File: config.mk
export PLATFORM = sky130hd
export DESIGN_NAME = param_sync_fifo
export DESIGN_NICKNAME = d
export VERILOG_FILES = /design/src/rtl/param_sync_fifo.sv
export SDC_FILE = /design/constraint.sdc
export NUM_CORES = 1
export LEC_CHECK = 0
export CAP_MARGIN = 10
export CORE_ASPECT_RATIO = 1.25
export CORE_UTILIZATION = 45
export CTS_CLUSTER_SIZE = 24
export DETAILED_ROUTE_END_ITERATION = 10
export MAX_ROUTING_LAYER = met4
export SETUP_SLACK_MARGIN = 0.2
export SLEW_MARGIN = 20
export SYNTH_ARGS = -nofsm -noshare
export SYNTH_HDL_FRONTEND = slang
export SYNTH_SLANG_ARGS = --single-unit
File: constraint.sdc
create_clock -name clk -period 3.92 [get_ports clk]
set_input_delay 0.98 -clock clk [delete_from_list [all_inputs] [get_ports clk]]
set_output_delay 0.98 -clock clk [all_outputs]
set_load 0.05 [all_outputs]
File: src/rtl/param_sync_fifo.sv
// ---------------------------------------------------------------------------
// param_sync_fifo
//
// Parametrised single-clock FIFO. Words are held in a dual-port RAM indexed by
// read and write pointers; the occupancy count and every status flag are
// registered and computed from the next-state count. This means all of them
// move on the same clock edge as the count, and no input reaches a flag
// through combinational logic alone. Read data is registered, so it appears
// one cycle after a read is accepted.
//
// Ports
//   clk           in   rising-edge clock (only clock domain)
//   rst_n         in   asynchronous active-low reset, released on clk
//   wr_en         in   write request
//   wr_data       in   word to write (DATA_WIDTH)
//   rd_en         in   read request
//   rd_data       out  registered read word (DATA_WIDTH)
//   rd_valid      out  rd_data holds a word popped on the previous edge
//   full          out  count == DEPTH
//   empty         out  count == 0
//   almost_full   out  count >= AF_THRESH
//   almost_empty  out  count <= AE_THRESH
//   count         out  occupancy 0..DEPTH (ADDR_WIDTH+1 bits)
//   overflow      out  one-cycle pulse after a rejected write
//   underflow     out  one-cycle pulse after a rejected read
// ---------------------------------------------------------------------------
module param_sync_fifo #(
    parameter int DATA_WIDTH = 8,
    parameter int ADDR_WIDTH = 3,
    parameter int AF_THRESH  = 6,
    parameter int AE_THRESH  = 1
) (
    input  logic                  clk,
    input  logic                  rst_n,
    input  logic                  wr_en,
    input  logic [DATA_WIDTH-1:0] wr_data,
    input  logic                  rd_en,
    output logic [DATA_WIDTH-1:0] rd_data,
    output logic                  rd_valid,
    output logic                  full,
    output logic                  empty,
    output logic                  almost_full,
    output logic                  almost_empty,
    output logic [ADDR_WIDTH:0]   count,
    output logic                  overflow,
    output logic                  underflow
);

    localparam int DEPTH = 1 << ADDR_WIDTH;
    localparam logic [ADDR_WIDTH:0] DEPTH_LVL = (ADDR_WIDTH+1)'(DEPTH);
    localparam logic [ADDR_WIDTH:0] AF_LVL    = (ADDR_WIDTH+1)'(AF_THRESH);
    localparam logic [ADDR_WIDTH:0] AE_LVL    = (ADDR_WIDTH+1)'(AE_THRESH);
    localparam logic [ADDR_WIDTH:0] ONE       = (ADDR_WIDTH+1)'(1);

    if ((AF_THRESH < 1) || (AF_THRESH > DEPTH)) begin : g_af_check
        $error("param_sync_fifo: AF_THRESH must lie in 1..DEPTH");
    end
    if ((AE_THRESH < 0) || (AE_THRESH > DEPTH - 1)) begin : g_ae_check
        $error("param_sync_fifo: AE_THRESH must lie in 0..DEPTH-1");
    end

    logic [DATA_WIDTH-1:0] mem [DEPTH];

    logic [ADDR_WIDTH:0]   wr_ptr_q, wr_ptr_d;
    logic [ADDR_WIDTH:0]   rd_ptr_q, rd_ptr_d;
    logic [ADDR_WIDTH:0]   count_q, count_d;
    logic [DATA_WIDTH-1:0] rd_data_q;
    logic                  rd_valid_q;
    logic                  full_q, empty_q, af_q, ae_q;
    logic                  overflow_q, underflow_q;
    logic                  rd_acc, wr_acc;

    // A read frees a slot on the same edge, so a full FIFO may still
    // accept a write when a read is accepted alongside it.
    always_comb begin
        rd_acc   = rd_en & ~empty_q;
        wr_acc   = wr_en & (~full_q | rd_acc);
        wr_ptr_d = wr_acc ? wr_ptr_q + ONE : wr_ptr_q;
        rd_ptr_d = rd_acc ? rd_ptr_q + ONE : rd_ptr_q;
        count_d  = count_q;
        case ({wr_acc, rd_acc})
            2'b10:   count_d = count_q + ONE;
            2'b01:   count_d = count_q - ONE;
            default: count_d = count_q;
        endcase
    end

    // Storage is not reset; the cleared pointers make old words unreachable.
    always_ff @(posedge clk) begin
        if (wr_acc) begin
            mem[wr_ptr_q[ADDR_WIDTH-1:0]] <= wr_data;
        end
    end

    // The read samples the RAM before this edge's write lands, which gives
    // read-before-write behaviour when both hit one address while full.
    always_ff @(posedge clk or negedge rst_n) begin
        if (!rst_n) begin
            wr_ptr_q    <= '0;
            rd_ptr_q    <= '0;
            count_q     <= '0;
            rd_data_q   <= '0;
            rd_valid_q  <= 1'b0;
            full_q      <= 1'b0;
            empty_q     <= 1'b1;
            af_q        <= 1'b0;
            ae_q        <= 1'b1;
            overflow_q  <= 1'b0;
            underflow_q <= 1'b0;
        end else begin
            wr_ptr_q    <= wr_ptr_d;
            rd_ptr_q    <= rd_ptr_d;
            count_q     <= count_d;
            if (rd_acc) begin
                rd_data_q <= mem[rd_ptr_q[ADDR_WIDTH-1:0]];
            end
            rd_valid_q  <= rd_acc;
            full_q      <= (count_d == DEPTH_LVL);
            empty_q     <= (count_d == '0);
            af_q        <= (count_d >= AF_LVL);
            ae_q        <= (count_d <= AE_LVL);
            overflow_q  <= wr_en & ~wr_acc;
            underflow_q <= rd_en & ~rd_acc;
        end
    end

    assign rd_data      = rd_data_q;
    assign rd_valid     = rd_valid_q;
    assign full         = full_q;
    assign empty        = empty_q;
    assign almost_full  = af_q;
    assign almost_empty = ae_q;
    assign count        = count_q;
    assign overflow     = overflow_q;
    assign underflow    = underflow_q;

endmodule

==> qor.yml <==
timing:
  max_slew_margin_pct: 45.1
  finalClockSkew_ps: 10.2
  max_freq_mhz: 285
  period_share_pct: 89.5
  finalMaxSlewViolations: 0
  tightest_slew_ps: 824
  whs_ps: 489
  rsz0062_at_grt: "false"
  hold_viol: 0
  finalSetupViolCount: 0
  fin_setup_tns_ps: 0
  finalCriticalPeriod_ps: 3510
yosys:
  ys.flop_type: "edfxtp_1"
  ys_seq_area_share_pct: 71.0
  synth_nets: 225
  synth.area.top_cells: "edfxtp_1, dfrtp_1, mux4_2, mux2i_1, nand2_1"
  synth_edf_count: 64
  syn_avg_cell_area_sq_um: 17.3
  async_reset_ff_share_pct: 28.1
  synth-warning-count: 0
  synth.distinct_cells: 41
  yosysTopAreaCellShare_pct: 53.5
  yosysTopAreaCell: "edfxtp_1"
  syn_area_sq_um: 3590
  syn_inst: 208
  ys_ff_latch: 89
pwr:
  peakVddDrop_v: 0.000412
  p_leak_nw: 1.53
  power_density_nw_per_um2: 780
setup_path:
  path_common_cell: "ha_1"
  slowest_delay_ps: 500
  r2r_cells: 9
  slowest_stage: "or4b_4"
  cp-start-kind: "primary input"
  r2r_start: "empty$_DFF_PN1_"
  cp_cell_sequence: "clkdlybuf4s50_1 > nand2b_1 > a21boi_1 > inv_2 > ha_1 > xor2_1 > ha_1 > or3b_1 > or4b_4 > a211oi_2"
  r2r_slack_ps: 950
  reg2reg_to: "empty$_DFF_PN1_"
  critPathKind: "primary input to flop"
  crit_family: "simple AND/OR/NAND/NOR gates"
  arrival_ps: 3790
  critical_path_peak_fanout: 6
  worstPathRequired_ps: 4200
  crit_buf_inv: 2
  critPathCaptureType: "flop"
worst_hold_path:
  hold_start: "rd_data[1]$_DFFE_PN0P_"
  whs_path_depth: 2
  hold_path.class: "flop to flop"
  holdPathEnd: "rd_data[1]$_DFFE_PN0P_"
clocking:
  root_buffer: "clkbuf_8"
  cts_buffers: 9
  cts_setup_buffers: 0
  htree_num_levels: 3
  cts_hold_buf: 0
  path_clk_slew_ps: 90
  post_cts_resized: 0
  cts_buffer_depth: 2
  clock_sinks: 89
  cts_tree: "done"
  clk_latency_ps: 360
global_routing:
  gr-usage-all-layers_pct: 19.4
  grt_max_degree: 25
  top_usage_layer: "met2"
  met2_usage_pct: 30.8
  grt_use_met1_pct: 24.0
  grt_pass1_vias: 2050
  grt_overflow_total: 0
  grt_use_met3_pct: 4.82
  grt_pass1_wl_mm: 10.8
  grt_antenna_before_repair: 0
drt:
  ant_nets: 0
  drt-initial-drc-count: 102
  drc: 0
  wl_mm: 6.65
  wl_per_cell_um: 18.7
  drt_first_pass_iters: 4
  num_vias: 1870
  vias_per_cell: 5.25
placed_design:
  gp_congestion: 0.792
  dp_hpwl_mm: 4.46
  io_buffers: 30
  post_dp_cell_area_sq_um: 4100
floorplan:
  coreArea_sq_um: 7750
  die_w_um: 81.9
  start_util_pct: 46.4
  rows: 36
  die_area_sq_um: 8350
  ios: 31
  dieHeight_um: 102
final_layout:
  area_growth_pct: 19.1
  layout.nets: 273
  design_area_sq_um: 4280
  drive_above_1_share_pct: 22.2
  diodes: 0
run:
  cap_violations: 0
run_status:
  status: "completed"
tightest hold or removal path, delay by kind of cell, from the launching register on:
| family | cells | cell delay, ps |
|---|---|---|
| compound gates | 1 | 60 |
| flops | 1 | 350 |
| simple gates | 1 | 50 |
per-stage QoR:
| step | util [%] | cells | worst slack [ps] | power, W |
|---|---|---|---|---|
| CTS | 55.2 | 356 | 401 | 0.00338 |
| global placement | 52.9 | 340 | 118 | 0.00279 |
| floorplan | - | 208 | 543 | 0.00235 |
| detailed placement | 52.9 | 340 | 39.7 | 0.00281 |
| finish | 55.2 | 356 | 413 | 0.00334 |
| global route | 55.2 | 356 | 268 | 0.00355 |
placed cells by master (no fill, tap or decap), types with 8 or more instances in the layout:
cell type / n
edfxtp_1: 64
clkdlybuf4s50_1: 29
dfrtp_1: 22
nand2_1: 17
mux4_2: 16
buf_4: 16
o21ai_1: 9
clkbuf_8: 9
mux2i_1: 8
sequential cells by signal (all words and copies together) (netlist names):
signal and count:
mem 64, rd_data 8, count 4, rd_ptr_q 3, wr_ptr_q 3, almost_empty 1, almost_full 1, empty 1
full 1, overflow 1, rd_valid 1, underflow 1
Yosys cell counts (2+ instances only):
master	instances
a21oi_1	4
buf_2	3
clkbuf_1	5
dfrtp_1	23
dfstp_2	2
edfxtp_1	64
ha_1	5
inv_2	2
mux2i_1	8
mux4_2	16
nand2_1	17
nand2b_1	4
nor2_1	5
nor3_1	5
o21ai_0	2
o21ai_1	9
or3b_1	3
or4b_1	2
xnor2_1	4
xor2_1	4
per-layer routing:
metal  up-vias  wire length, um  share of wire, %
li1        896                -                 -
met1       928             2970                45
met2        36             3390                51
met3        10              179               2.7
met4         0              110               1.7
met5         -                0                 0
how the worst max path moves through the flow:
stage	depth (start not counted)	slack (ps)	start	to
floorplan	9	540	rd_en	empty$_DFF_PN1_
global placement	10	120	rd_en	empty$_DFF_PN1_
detailed placement	10	40	rd_en	empty$_DFF_PN1_
CTS	10	400	rd_en	empty$_DFF_PN1_
global route	10	270	rd_en	empty$_DFF_PN1_
finish	10	410	rd_en	empty$_DFF_PN1_
logic make-up after synthesis:
group	synth area share, %
fa+ha+maj	1.74
xor+xnor	1.95
flops	71.0
compound gates	4.04
simple gates	6.93
mux	12.9
buf+inv	1.46
power breakdown:
part	switching [W]	leakage, nW	internal [W]	total, W
Combinational	0.000710	0.563	0.000573	0.00128
Sequential	0.000244	0.882	0.00124	0.00148
Clock	0.000333	0.0815	0.000237	0.000570
layout make-up:
class                           instances  area (sq um)
Clock buffer                           10           128
Timing Repair Buffer                   46           415
Inverter                                3          11.3
Fill cell                             607          3470
Multi-Input combinational cell        107           996
Tap cell                               95           119
Clock inverter                          6          56.3
Sequential cell                        89          2550
No activity file was read; power rests on OpenSTA's default activity.
